$ cat src/rtl/dsa_simd_write_packer_if.sv
// -----------------------------------------------------------------------------
// dsa_simd_write_packer_if
//   Pixel stream from the bilinear datapath into the write packer.
//   in_valid  : upstream pixel valid
//   in_ready  : packer accepts the pixel this cycle (driven by the packer)
//   in_addr   : byte address of the pixel
//   in_data   : pixel value
//   in_last   : final pixel of the frame, qualified by accept
//   Modports: master = upstream producer, slave = packer.
// -----------------------------------------------------------------------------
interface dsa_simd_write_packer_if #(
  parameter int ADDR_WIDTH = 18
) ();
  logic                  in_valid;
  logic                  in_ready;
  logic [ADDR_WIDTH-1:0] in_addr;
  logic [7:0]            in_data;
  logic                  in_last;

  modport master (
    output in_valid,
    output in_addr,
    output in_data,
    output in_last,
    input  in_ready
  );

  modport slave (
    input  in_valid,
    input  in_addr,
    input  in_data,
    input  in_last,
    output in_ready
  );
endinterface

$ cat src/rtl/dsa_simd_write_packer.sv
// -----------------------------------------------------------------------------
// dsa_simd_write_packer
//   Collects byte pixels that fall into the same 4-byte-aligned group and
//   issues one SIMD write when all four lanes are present. Incomplete groups
//   (edges, non-contiguous addresses, end of frame) are drained as ascending
//   single-byte writes so the memory never sees an unaligned SIMD write.
//
//   Ports:
//     clk, rst_n          : clock (rising edge), asynchronous active-low reset
//     pix (slave)         : pixel stream in_valid/in_ready/in_addr/in_data/in_last
//     simd_write_en       : one-cycle SIMD write strobe
//     simd_base_addr      : aligned SIMD address ([1:0] = 0)
//     simd_data_0..3      : lane 0..3 bytes
//     write_en            : one-cycle single-byte write strobe
//     write_addr/data     : single write address / byte
//     done                : one-cycle pulse with the final write of a frame
//     stat_simd_cnt       : SIMD writes issued (statistics build only)
//     stat_single_cnt     : single writes issued (statistics build only)
//
//   Build option: define DSA_PACKER_STATS_EN to build the saturating write
//   counters; otherwise both stat ports are tied to 0.
//   All outputs are registered except in_ready (combinational from in_addr).
// -----------------------------------------------------------------------------
module dsa_simd_write_packer #(
  parameter int ADDR_WIDTH = 18
) (
  input  logic                  clk,
  input  logic                  rst_n,
  dsa_simd_write_packer_if.slave pix,
  output logic                  simd_write_en,
  output logic [ADDR_WIDTH-1:0] simd_base_addr,
  output logic [7:0]            simd_data_0,
  output logic [7:0]            simd_data_1,
  output logic [7:0]            simd_data_2,
  output logic [7:0]            simd_data_3,
  output logic                  write_en,
  output logic [ADDR_WIDTH-1:0] write_addr,
  output logic [7:0]            write_data,
  output logic                  done,
  output logic [31:0]           stat_simd_cnt,
  output logic [31:0]           stat_single_cnt
);

  localparam int GW = ADDR_WIDTH - 2;

  typedef enum logic [1:0] {
    EMPTY = 2'd0,
    FILL  = 2'd1,
    DRAIN = 2'd2
  } state_t;

  // ---------------------------------------------------------------------------
  // State
  // ---------------------------------------------------------------------------
  state_t                r_state, w_state_nx;
  logic [7:0]            r_buf [4];
  logic [7:0]            w_buf_nx [4];
  logic [3:0]            r_mask, w_mask_nx;
  logic [GW-1:0]         r_base, w_base_nx;
  logic                  r_pend_last, w_pend_last_nx;

  logic                  r_simd_en, w_simd_en_nx;
  logic [ADDR_WIDTH-1:0] r_simd_addr, w_simd_addr_nx;
  logic [31:0]           r_simd_data, w_simd_data_nx;
  logic                  r_wr_en, w_wr_en_nx;
  logic [ADDR_WIDTH-1:0] r_wr_addr, w_wr_addr_nx;
  logic [7:0]            r_wr_data, w_wr_data_nx;
  logic                  r_done, w_done_nx;

  // ---------------------------------------------------------------------------
  // Handshake
  // ---------------------------------------------------------------------------
  logic [GW-1:0] w_group;
  logic [1:0]    w_lane;
  logic          w_conflict;
  logic          w_ready;
  logic          w_accept;

  assign w_group    = pix.in_addr[ADDR_WIDTH-1:2];
  assign w_lane     = pix.in_addr[1:0];
  assign w_conflict = (r_state == FILL) && pix.in_valid &&
                      ((w_group != r_base) || r_mask[w_lane]);
  assign w_ready    = (r_state != DRAIN) && !w_conflict;
  assign w_accept   = pix.in_valid && w_ready;
  assign pix.in_ready = w_ready;

  // ---------------------------------------------------------------------------
  // Buffer contents including this cycle's accepted pixel. The first drain
  // write is issued from this merged view so that the write strobes fill the
  // k cycles directly after the conflict/last cycle.
  // ---------------------------------------------------------------------------
  logic [3:0]    w_mmask;
  logic [7:0]    w_mbuf [4];
  logic [GW-1:0] w_mbase;
  logic [1:0]    w_dlane;
  logic [3:0]    w_drest;

  always_comb begin
    w_mmask = r_mask;
    for (int unsigned i = 0; i < 4; i++) begin
      w_mbuf[i] = r_buf[i];
    end
    w_mbase = (r_state == EMPTY) ? w_group : r_base;
    if (w_accept) begin
      w_mmask[w_lane] = 1'b1;
      w_mbuf[w_lane]  = pix.in_data;
    end
  end

  always_comb begin
    w_dlane = 2'd3;
    if (w_mmask[0])      w_dlane = 2'd0;
    else if (w_mmask[1]) w_dlane = 2'd1;
    else if (w_mmask[2]) w_dlane = 2'd2;
    w_drest = w_mmask & ~(4'b0001 << w_dlane);
  end

  // ---------------------------------------------------------------------------
  // Next state / outputs
  // ---------------------------------------------------------------------------
  logic w_drain_step;
  logic w_last_now;

  assign w_last_now = w_accept && pix.in_last;

  always_comb begin
    w_state_nx     = r_state;
    w_mask_nx      = r_mask;
    for (int unsigned i = 0; i < 4; i++) begin
      w_buf_nx[i] = r_buf[i];
    end
    w_base_nx      = r_base;
    w_pend_last_nx = r_pend_last;
    w_simd_en_nx   = 1'b0;
    w_simd_addr_nx = r_simd_addr;
    w_simd_data_nx = r_simd_data;
    w_wr_en_nx     = 1'b0;
    w_wr_addr_nx   = r_wr_addr;
    w_wr_data_nx   = r_wr_data;
    w_done_nx      = 1'b0;
    w_drain_step   = 1'b0;

    unique case (r_state)
      EMPTY, FILL: begin
        if (w_accept) begin
          w_base_nx = w_mbase;
          if (w_mmask == 4'hF) begin
            // Group complete: SIMD write, buffer cleared so a new group can
            // open next cycle without a bubble.
            w_simd_en_nx   = 1'b1;
            w_simd_addr_nx = {w_mbase, 2'b00};
            w_simd_data_nx = {w_mbuf[3], w_mbuf[2], w_mbuf[1], w_mbuf[0]};
            w_mask_nx      = '0;
            for (int unsigned i = 0; i < 4; i++) begin
              w_buf_nx[i] = '0;
            end
            w_state_nx     = EMPTY;
            if (pix.in_last || r_pend_last) begin
              w_done_nx      = 1'b1;
              w_pend_last_nx = 1'b0;
            end
          end else if (pix.in_last) begin
            w_drain_step = 1'b1;
          end else begin
            w_mask_nx = w_mmask;
            for (int unsigned i = 0; i < 4; i++) begin
              w_buf_nx[i] = w_mbuf[i];
            end
            w_state_nx = FILL;
          end
        end else if (w_conflict) begin
          w_drain_step = 1'b1;
        end
      end
      DRAIN: begin
        if (r_mask != 4'b0000) w_drain_step = 1'b1;
        else                   w_state_nx   = EMPTY;
      end
      default: w_state_nx = EMPTY;
    endcase

    if (w_drain_step) begin
      w_wr_en_nx   = 1'b1;
      w_wr_addr_nx = {w_mbase, w_dlane};
      w_wr_data_nx = w_mbuf[w_dlane];
      w_mask_nx    = w_drest;
      for (int unsigned i = 0; i < 4; i++) begin
        w_buf_nx[i] = w_mbuf[i];
      end
      w_base_nx    = w_mbase;
      w_state_nx   = DRAIN;
      if ((w_drest == 4'b0000) && (r_pend_last || w_last_now)) begin
        w_done_nx      = 1'b1;
        w_pend_last_nx = 1'b0;
      end else if (w_last_now) begin
        w_pend_last_nx = 1'b1;
      end
    end
  end

  // ---------------------------------------------------------------------------
  // Registers
  // ---------------------------------------------------------------------------
  always_ff @(posedge clk or negedge rst_n) begin
    if (!rst_n) begin
      r_state     <= EMPTY;
      for (int unsigned i = 0; i < 4; i++) begin
        r_buf[i] <= '0;
      end
      r_mask      <= '0;
      r_base      <= '0;
      r_pend_last <= 1'b0;
      r_simd_en   <= 1'b0;
      r_simd_addr <= '0;
      r_simd_data <= '0;
      r_wr_en     <= 1'b0;
      r_wr_addr   <= '0;
      r_wr_data   <= '0;
      r_done      <= 1'b0;
    end else begin
      r_state     <= w_state_nx;
      for (int unsigned i = 0; i < 4; i++) begin
        r_buf[i] <= w_buf_nx[i];
      end
      r_mask      <= w_mask_nx;
      r_base      <= w_base_nx;
      r_pend_last <= w_pend_last_nx;
      r_simd_en   <= w_simd_en_nx;
      r_simd_addr <= w_simd_addr_nx;
      r_simd_data <= w_simd_data_nx;
      r_wr_en     <= w_wr_en_nx;
      r_wr_addr   <= w_wr_addr_nx;
      r_wr_data   <= w_wr_data_nx;
      r_done      <= w_done_nx;
    end
  end

  assign simd_write_en  = r_simd_en;
  assign simd_base_addr = r_simd_addr;
  assign simd_data_0    = r_simd_data[7:0];
  assign simd_data_1    = r_simd_data[15:8];
  assign simd_data_2    = r_simd_data[23:16];
  assign simd_data_3    = r_simd_data[31:24];
  assign write_en       = r_wr_en;
  assign write_addr     = r_wr_addr;
  assign write_data     = r_wr_data;
  assign done           = r_done;

  // ---------------------------------------------------------------------------
  // Statistics
  // ---------------------------------------------------------------------------
`ifdef DSA_PACKER_STATS_EN
  logic [31:0] r_simd_cnt;
  logic [31:0] r_single_cnt;

  always_ff @(posedge clk or negedge rst_n) begin
    if (!rst_n) begin
      r_simd_cnt   <= '0;
      r_single_cnt <= '0;
    end else begin
      if (r_simd_en && (r_simd_cnt != '1))
        r_simd_cnt <= r_simd_cnt + 32'd1;
      if (r_wr_en && (r_single_cnt != '1))
        r_single_cnt <= r_single_cnt + 32'd1;
    end
  end

  assign stat_simd_cnt   = r_simd_cnt;
  assign stat_single_cnt = r_single_cnt;
`else
  assign stat_simd_cnt   = '0;
  assign stat_single_cnt = '0;
`endif

endmodule
$ cat src/flat_wrapper.sv
// flat-port wrapper written by rule: the top's interface ports become plain ports
module dsa_simd_write_packer_flat 
#(
  parameter int ADDR_WIDTH = 18
)
  (clk, rst_n, simd_write_en, simd_base_addr, simd_data_0, simd_data_1, simd_data_2, simd_data_3, write_en, write_addr, write_data, done, stat_simd_cnt, stat_single_cnt, pix_in_valid, pix_in_addr, pix_in_data, pix_in_last, pix_in_ready);
  dsa_simd_write_packer_if #(.ADDR_WIDTH(ADDR_WIDTH)) pix_i ();
  input  logic clk;
  input  logic rst_n;
  output logic simd_write_en;
  output logic [ADDR_WIDTH-1:0] simd_base_addr;
  output logic [7:0] simd_data_0;
  output logic [7:0] simd_data_1;
  output logic [7:0] simd_data_2;
  output logic [7:0] simd_data_3;
  output logic write_en;
  output logic [ADDR_WIDTH-1:0] write_addr;
  output logic [7:0] write_data;
  output logic done;
  output logic [31:0] stat_simd_cnt;
  output logic [31:0] stat_single_cnt;
  input wire logic [$bits(pix_i.in_valid)-1:0] pix_in_valid;
  input wire logic [$bits(pix_i.in_addr)-1:0] pix_in_addr;
  input wire logic [$bits(pix_i.in_data)-1:0] pix_in_data;
  input wire logic [$bits(pix_i.in_last)-1:0] pix_in_last;
  output wire logic [$bits(pix_i.in_ready)-1:0] pix_in_ready;
  assign pix_i.in_valid = pix_in_valid;
  assign pix_i.in_addr = pix_in_addr;
  assign pix_i.in_data = pix_in_data;
  assign pix_i.in_last = pix_in_last;
  assign pix_in_ready = pix_i.in_ready;
  dsa_simd_write_packer #(.ADDR_WIDTH(ADDR_WIDTH)) u_core (.clk(clk), .rst_n(rst_n), .pix(pix_i), .simd_write_en(simd_write_en), .simd_base_addr(simd_base_addr), .simd_data_0(simd_data_0), .simd_data_1(simd_data_1), .simd_data_2(simd_data_2), .simd_data_3(simd_data_3), .write_en(write_en), .write_addr(write_addr), .write_data(write_data), .done(done), .stat_simd_cnt(stat_simd_cnt), .stat_single_cnt(stat_single_cnt));
endmodule
$ cat config.mk
export PLATFORM = sky130hd
export DESIGN_NAME = dsa_simd_write_packer_flat
export DESIGN_NICKNAME = d
export VERILOG_FILES = /design/src/rtl/dsa_simd_write_packer_if.sv /design/src/rtl/dsa_simd_write_packer.sv /design/src/flat_wrapper.sv
export SDC_FILE = /design/constraint.sdc
export NUM_CORES = 1
export LEC_CHECK = 0
export CORE_UTILIZATION = 49
export CTS_CLUSTER_DIAMETER = 100
export DETAILED_ROUTE_END_ITERATION = 8
export PLACE_DENSITY = 0.8
export SYNTH_ARGS = -nofsm -noshare
export SYNTH_HDL_FRONTEND = slang
export SYNTH_SLANG_ARGS = --single-unit
$ cat constraint.sdc
create_clock -name clk -period 3.2 [get_ports clk]
set_input_delay 0.64 -clock clk [delete_from_list [all_inputs] [get_ports clk]]
set_output_delay 0.64 -clock clk [all_outputs]
set_load 0.01 [all_outputs]
# ---- Yosys cells after proc, flatten, opt, wreduce, memory -nomap -nowiden
# Cells that the tools add are included.
dict set report word_totals {
  in_bits 30
  register_bits 132
  output_inout_bits 144
  latchBits 0
  wordCells 115
  rom_bits 0
  memories 0
  ram_bits 0
}
dict set report classes {
  multipliers 0
  div 0
  add_sub_neg 0
  bitwise 5
  shifts 1
  eq_ne 9
  mux 58
  reduce_logical 22
  n_lt_le_gt_ge 5
}
# op count
set op_table {}
lappend op_table {{32-bit two-way mux} 6}
lappend op_table {{16-bit two-way mux} 4}
lappend op_table {{32-bit bitwise mux} 1}
lappend op_table {{1-bit two-way mux} 25}
lappend op_table {{4-bit two-way mux} 6}
lappend op_table {{8-bit two-way mux} 3}
lappend op_table {{8-bit binary-select mux with 2-bit select} 1}
lappend op_table {{8-bit demux with 2-bit select} 1}
lappend op_table {{16-bit inequality test} 1}
lappend op_table {{2-bit two-way mux} 7}
lappend op_table {{3-bit AND reduction} 3}
lappend op_table {{1-bit logical AND} 8}
lappend op_table {{3-bit >= comparator (second input constant)} 2}
lappend op_table {{3-bit by 1-bit inequality test with 1-bit output (second input constant)} 2}
lappend op_table {{2-bit NOT with 3-bit output} 2}
lappend op_table {{4-bit AND} 1}
lappend op_table {{4-bit equality test (second input constant)} 1}
lappend op_table {{4-bit logical NOT} 1}
lappend op_table {{4-bit by 2-bit inequality test with 1-bit output (second input constant)} 1}
lappend op_table {{4-bit NOT} 1}
lappend op_table {{4-bit bitwise OR} 1}
lappend op_table {{2-bit one-hot mux with 2 select lines} 1}
lappend op_table {{2-bit nonzero test} 2}
lappend op_table {{4-bit nonzero test} 1}
lappend op_table {{other kinds (16)} 18}

# ---- Longest topological paths before layout
dict set report depth {
  ltp_word 18
  depth_mapped 12
}

# ---- Least setup slack after synthesis
# OpenSTA, ideal clock, no wires.
dict set report synth_timing {
  path_type {input to register}
  from {in pix_in_addr[1]}
  to {reg u_core.r_base[10]}
  setup_time_ps 125
  n_path_buf 3
  path_slack_ps 276
  cell_stages 11
  arrival_time_ps 2799
  required_time_ps 3075
  cell_sequence {buf_6 -> mux2_4 -> a211oi_4 -> nand2_1 -> o21ai_0 -> and2_1 -> buf_2 -> nor2_2 -> nor3_4 -> buf_6 -> mux2_2}
}
dict set report synth_via {
  elab_chain_len 14
  elab_cells_between_ends 23
  cone_classes {order compare (2); eq/ne (1); mux (10); bitwise (1); reduce/logical (9)}
}
# element line
set synth_rtl {}
lappend synth_rtl {{from (decl)} flat_wrapper.sv:23} ;# input wire logic [$bits(pix_i.in_addr)-1:0] pix_in_addr;
lappend synth_rtl {{parallel branches: the longest is 14 deep, another holds 2-bit by 3-bit < comparator with 1-bit output} --}
lappend synth_rtl {{to (signal assigned)} dsa_simd_write_packer.sv:226} ;# r_base <= w_base_nx;
lappend synth_rtl {{to (decl)} dsa_simd_write_packer.sv:59} ;# logic [GW-1:0] r_base, w_base_nx;
# Several ways; the timed one is not identified. The select of a mux whose other input is x is not followed.
# A chain may end at the register's enable or synchronous reset.

# ---- Worst setup path after layout
dict set report layout_timing {
  from {in pix_in_addr[2]}
  to {out pix_in_ready}
}
dict set report layout_via {
  elab_chain_len 5
}
# element line
set layout_rtl {}
lappend layout_rtl {{16-bit inequality test} dsa_simd_write_packer.sv:82} ;# ((w_group != r_base) || r_mask[w_lane]);
lappend layout_rtl {{1-bit logical OR} dsa_simd_write_packer.sv:82}
lappend layout_rtl {{1-bit logical AND} dsa_simd_write_packer.sv:81} ;# assign w_conflict = (r_state == FILL) && pix.in_valid &&
lappend layout_rtl {{1-bit logical NOT} dsa_simd_write_packer.sv:83} ;# assign w_ready = (r_state != DRAIN) && !w_conflict;
lappend layout_rtl {{1-bit logical AND} dsa_simd_write_packer.sv:83}
lappend layout_rtl {{to (decl)} flat_wrapper.sv:26} ;# output wire logic [$bits(pix_i.in_ready)-1:0] pix_in_ready;
# No other way between the ends.

==> results.sh <==
export IMPL_start_util_pct=50.59
export IMPL_clk_latency_ns=0.43
export IMPL_leakage_uw=0.003950
export IMPL_crit_path_cell_trace="clkdlybuf4s50_1 > xnor2_1 > nand4_1 > or3_4 > o211ai_1 > and2_1 > clkbuf_2"
export IMPL_nNetsFinal=873
export IMPL_worstSetupPathType="in -> out"
export IMPL_numCtsBuffers=17
export IMPL_cp_start_kind="primary input"
export IMPL_yosys_warnings=0
export IMPL_finalClockSkew_ns=0.01073
export IMPL_grt_pass1_vias=5401
export IMPL_yosys_top_cells_area="dfrtp_1, mux2i_1, buf_4"
export IMPL_synthFlopType="dfrtp_1"
export IMPL_drtIter0Drc=348
export IMPL_die_width_microns=119.2
export IMPL_cts_root_buf="clkbuf_16"
export IMPL_stdcell_area_sq_mm=0.008964
export IMPL_setup_slack_ns=0.1261
export IMPL_status="finished, final reports clean"
export IMPL_fin_tns_setup_ns=0
export IMPL_dpl_hpwl_microns=12000
export IMPL_die_h_microns=119.2
export IMPL_maxCapViolations=0
export IMPL_dieArea_sq_mm=0.01420
export IMPL_routed_wl_microns=17030
export IMPL_grt_setup_unrepaired="yes"
export IMPL_ys_async_sr_fraction_pct=100.0
export IMPL_grt_overflow_total=0
export IMPL_grt_antenna_before_repair=0
export IMPL_gp_congestion=0.8905
export IMPL_yosysTopAreaCellShare_pct=49.11
export IMPL_num_fill_cells=976
export IMPL_clock_path_buffers=2
export IMPL_powerDensity_mw_per_mm2=935.2
export IMPL_slew_violations=0
export IMPL_crit_family="simple AND/OR/NAND/NOR gates"
export IMPL_dpl_cell_area_sq_mm=0.008359
export IMPL_ys_types=52
export IMPL_path_buf_inv=2
export IMPL_hold_viol=0
export IMPL_setup_viol=0
export IMPL_period_needed_ns=3.074
export IMPL_clk_pin_slew_ns=0.06
export IMPL_vias_per_cell=5.287
export IMPL_ios=174
export IMPL_fmax_mhz=325.3
export IMPL_synthesis_instances=669
export IMPL_cts_tree="built"
export IMPL_ctsHoldBuffers=0
export IMPL_tightest_slew_ns=0.7558
export IMPL_yosys_area_top_type="dfrtp_1"
export IMPL_syn_area_sq_mm=0.006726
export IMPL_cts_max_level=4
export IMPL_rows=42
export IMPL_io_buffers=107
export IMPL_cp_max_fo=3
export IMPL_yosys_top_cells_count="dfrtp_1, nor2_1, buf_4"
export IMPL_vias=5451
export IMPL_fin_worst_hold_slack_ns=0.2808
export IMPL_critPathMaxStageDelay_ns=0.53
export IMPL_n_antenna_cell=0
export IMPL_ir_drop_mv=0.5436
export IMPL_yosys_register_bits=132
export IMPL_track_usage_pct=24.83
export IMPL_critical_path_arrival_ns=2.43
export IMPL_final_core_util_pct=67.42
export IMPL_end_kind="primary output"
export IMPL_ant_nets=0
export IMPL_synth_edf_count=0
export IMPL_grt_max_degree=76
export IMPL_postSynthAreaPerCell_sq_um=10.05
export IMPL_layout_worst_path_cycle_share_pct=96.06
export IMPL_layout_drive_gt1_share_pct=18.01
export IMPL_place_ws_ns=-0.3612
export IMPL_syn_to_final_growth_pct=33.26
export IMPL_maxSlewHeadroom_pct=49.61
export IMPL_grt_pass1_wl_microns=27190
export IMPL_seq_area_frac_synth_pct=49.11
export IMPL_clock_sinks=132
export IMPL_synthMostInstantiatedCell="dfrtp_1"
export IMPL_postCtsSetupRepairBufs=0
export IMPL_worstHoldPathType="in -> async"
export IMPL_remaining_drc_errors=0
export IMPL_dr_pass1_iters=5
export IMPL_wl_per_cell_microns=16.52
export IMPL_crit_path_top_delay_cell="clkdlybuf4s50_1"
export IMPL_crit_required_ns=2.56
export IMPL_core_sq_mm=0.01330
==> layout by cell type (no fill, tap or decap), types with 3 or more instances in the layout <==
master,count
buf_12,12
a22o_1,9
nor4_1,5
nand3_1,3
conb_1,66
o2bb2ai_1,3
nor2b_1,4
nor2_1,80
and2_1,5
inv_1,6
nor3_1,7
clkbuf_1,3
mux2i_1,57
nand2b_1,6
mux2_2,16
bufinv_16,3
o21ai_0,31
a21oi_1,65
a211oi_1,4
xnor2_1,10
xor2_1,7
o211ai_2,3
buf_4,77
clkdlybuf4s50_1,103
o211ai_1,3
a2bb2oi_1,3
nand2_1,50
nand4_1,6
clkbuf_8,3
o31ai_1,3
a31oi_1,10
o21ai_1,8
dfrtp_1,132
clkinvlp_4,4
clkbuf_16,17
==> area by class of cell <==
class                   count  area, sq um  area share (%)
flip-flops and latches    132         3303           36.85
multi-input cells         490         2932           32.71
repair buffers            196         1883           21.01
clock buffers              23        478.0           5.332
well taps                 176        220.2           2.457
clock inverters             8        125.1           1.396
inverters                   6        22.52          0.2513
==> worst register-to-register path: stages (launching register included) <==
cell and delay (ns):
dfrtp_1 0.40, xnor2_1 0.26, o211ai_1 0.13, or3_4 0.41, buf_4 0.19, o211ai_2 0.21, buf_4 0.19, a21o_1 0.18
buf_12 0.16, mux2i_1 0.24, nand2_1 0.08, a31oi_1 0.23
==> repair_timing <==
item | in CTS | in global routing
endpoints found under the setup margin | 1 | 6
gates resized for setup | 5 | 2
pin swaps | 3 | 4
==> cells by family (layout without fill, tap and decap cells) <==
kind of cell / Yosys count / in the layout / synth area share [%]
AND/OR/NAND/NOR: 176 / 176 / 11.70
AO/OA/AOI/OAI: 157 / 157 / 14.42
flip-flops: 132 / 132 / 49.11
buffers and inverters: 112 / 233 / 11.12
multiplexers: 74 / 74 / 11.38
XOR/XNOR: 17 / 17 / 2.214
other: 1 / 66 / 0.05575
==> where the power goes <==
part | internal [uW] | switching (uW) | total, uW
registers | 2210 | 407 | 2620
logic | 1870 | 1920 | 3790
clock network | 1280 | 696 | 1980
total | 5360 | 3030 | 8380
==> flip-flops by register name, summed over array words and instances (netlist names) <==
register and count:
u_core.r_mask 4, u_core.simd_base_addr 16, u_core.r_base 16, u_core.write_data 8
u_core.r_pend_last 1, u_core.r_simd_data 32, u_core.r_buf 32, u_core.simd_write_en 1
u_core.write_en 1, u_core.done 1, u_core.write_addr 18, u_core.r_state 2
==> per-stage QoR <==
step                      power (uW)  instances
final                           8383       1031
after global routing            8841       1031
after CTS                       8405       1031
after detailed placement        6366       1000
after global placement          6210       1000
after floorplan                 4763        734
==> path summary, 6_finish.rpt <==
check	start	end	slack [ns]	cells after the start
worst max-delay path	pix_in_addr[2]	pix_in_ready	0.13	7
worst min-delay path	rst_n	u_core.write_addr[17]$_DFFE_PN0P_	0.28	1
worst max register to register	u_core.r_base[4]$_DFFE_PN0P_	u_core.write_data[4]$_DFFE_PN0P_	0.40	11
worst min register to register	u_core.r_buf[4]$_DFFE_PN0P_	u_core.r_buf[4]$_DFFE_PN0P_	0.49	2
max in group asynchronous	rst_n	u_core.r_buf[30]$_DFFE_PN0P_	2.07	2
min in group clk	u_core.r_buf[4]$_DFFE_PN0P_	u_core.r_buf[4]$_DFFE_PN0P_	0.49	2
==> metal layers <==
layer  vias to the layer above  wire, microns  share of wire (%)  track usage, %
li1                       2538              -                  -               -
met1                      2669           6894                 40           29.96
met2                       198           8650                 51           41.53
met3                        46            943                5.5           6.274
met4                         0            539                3.2           11.63
met5                         -              0                  0               0
(Power assumes the default switching activity.)
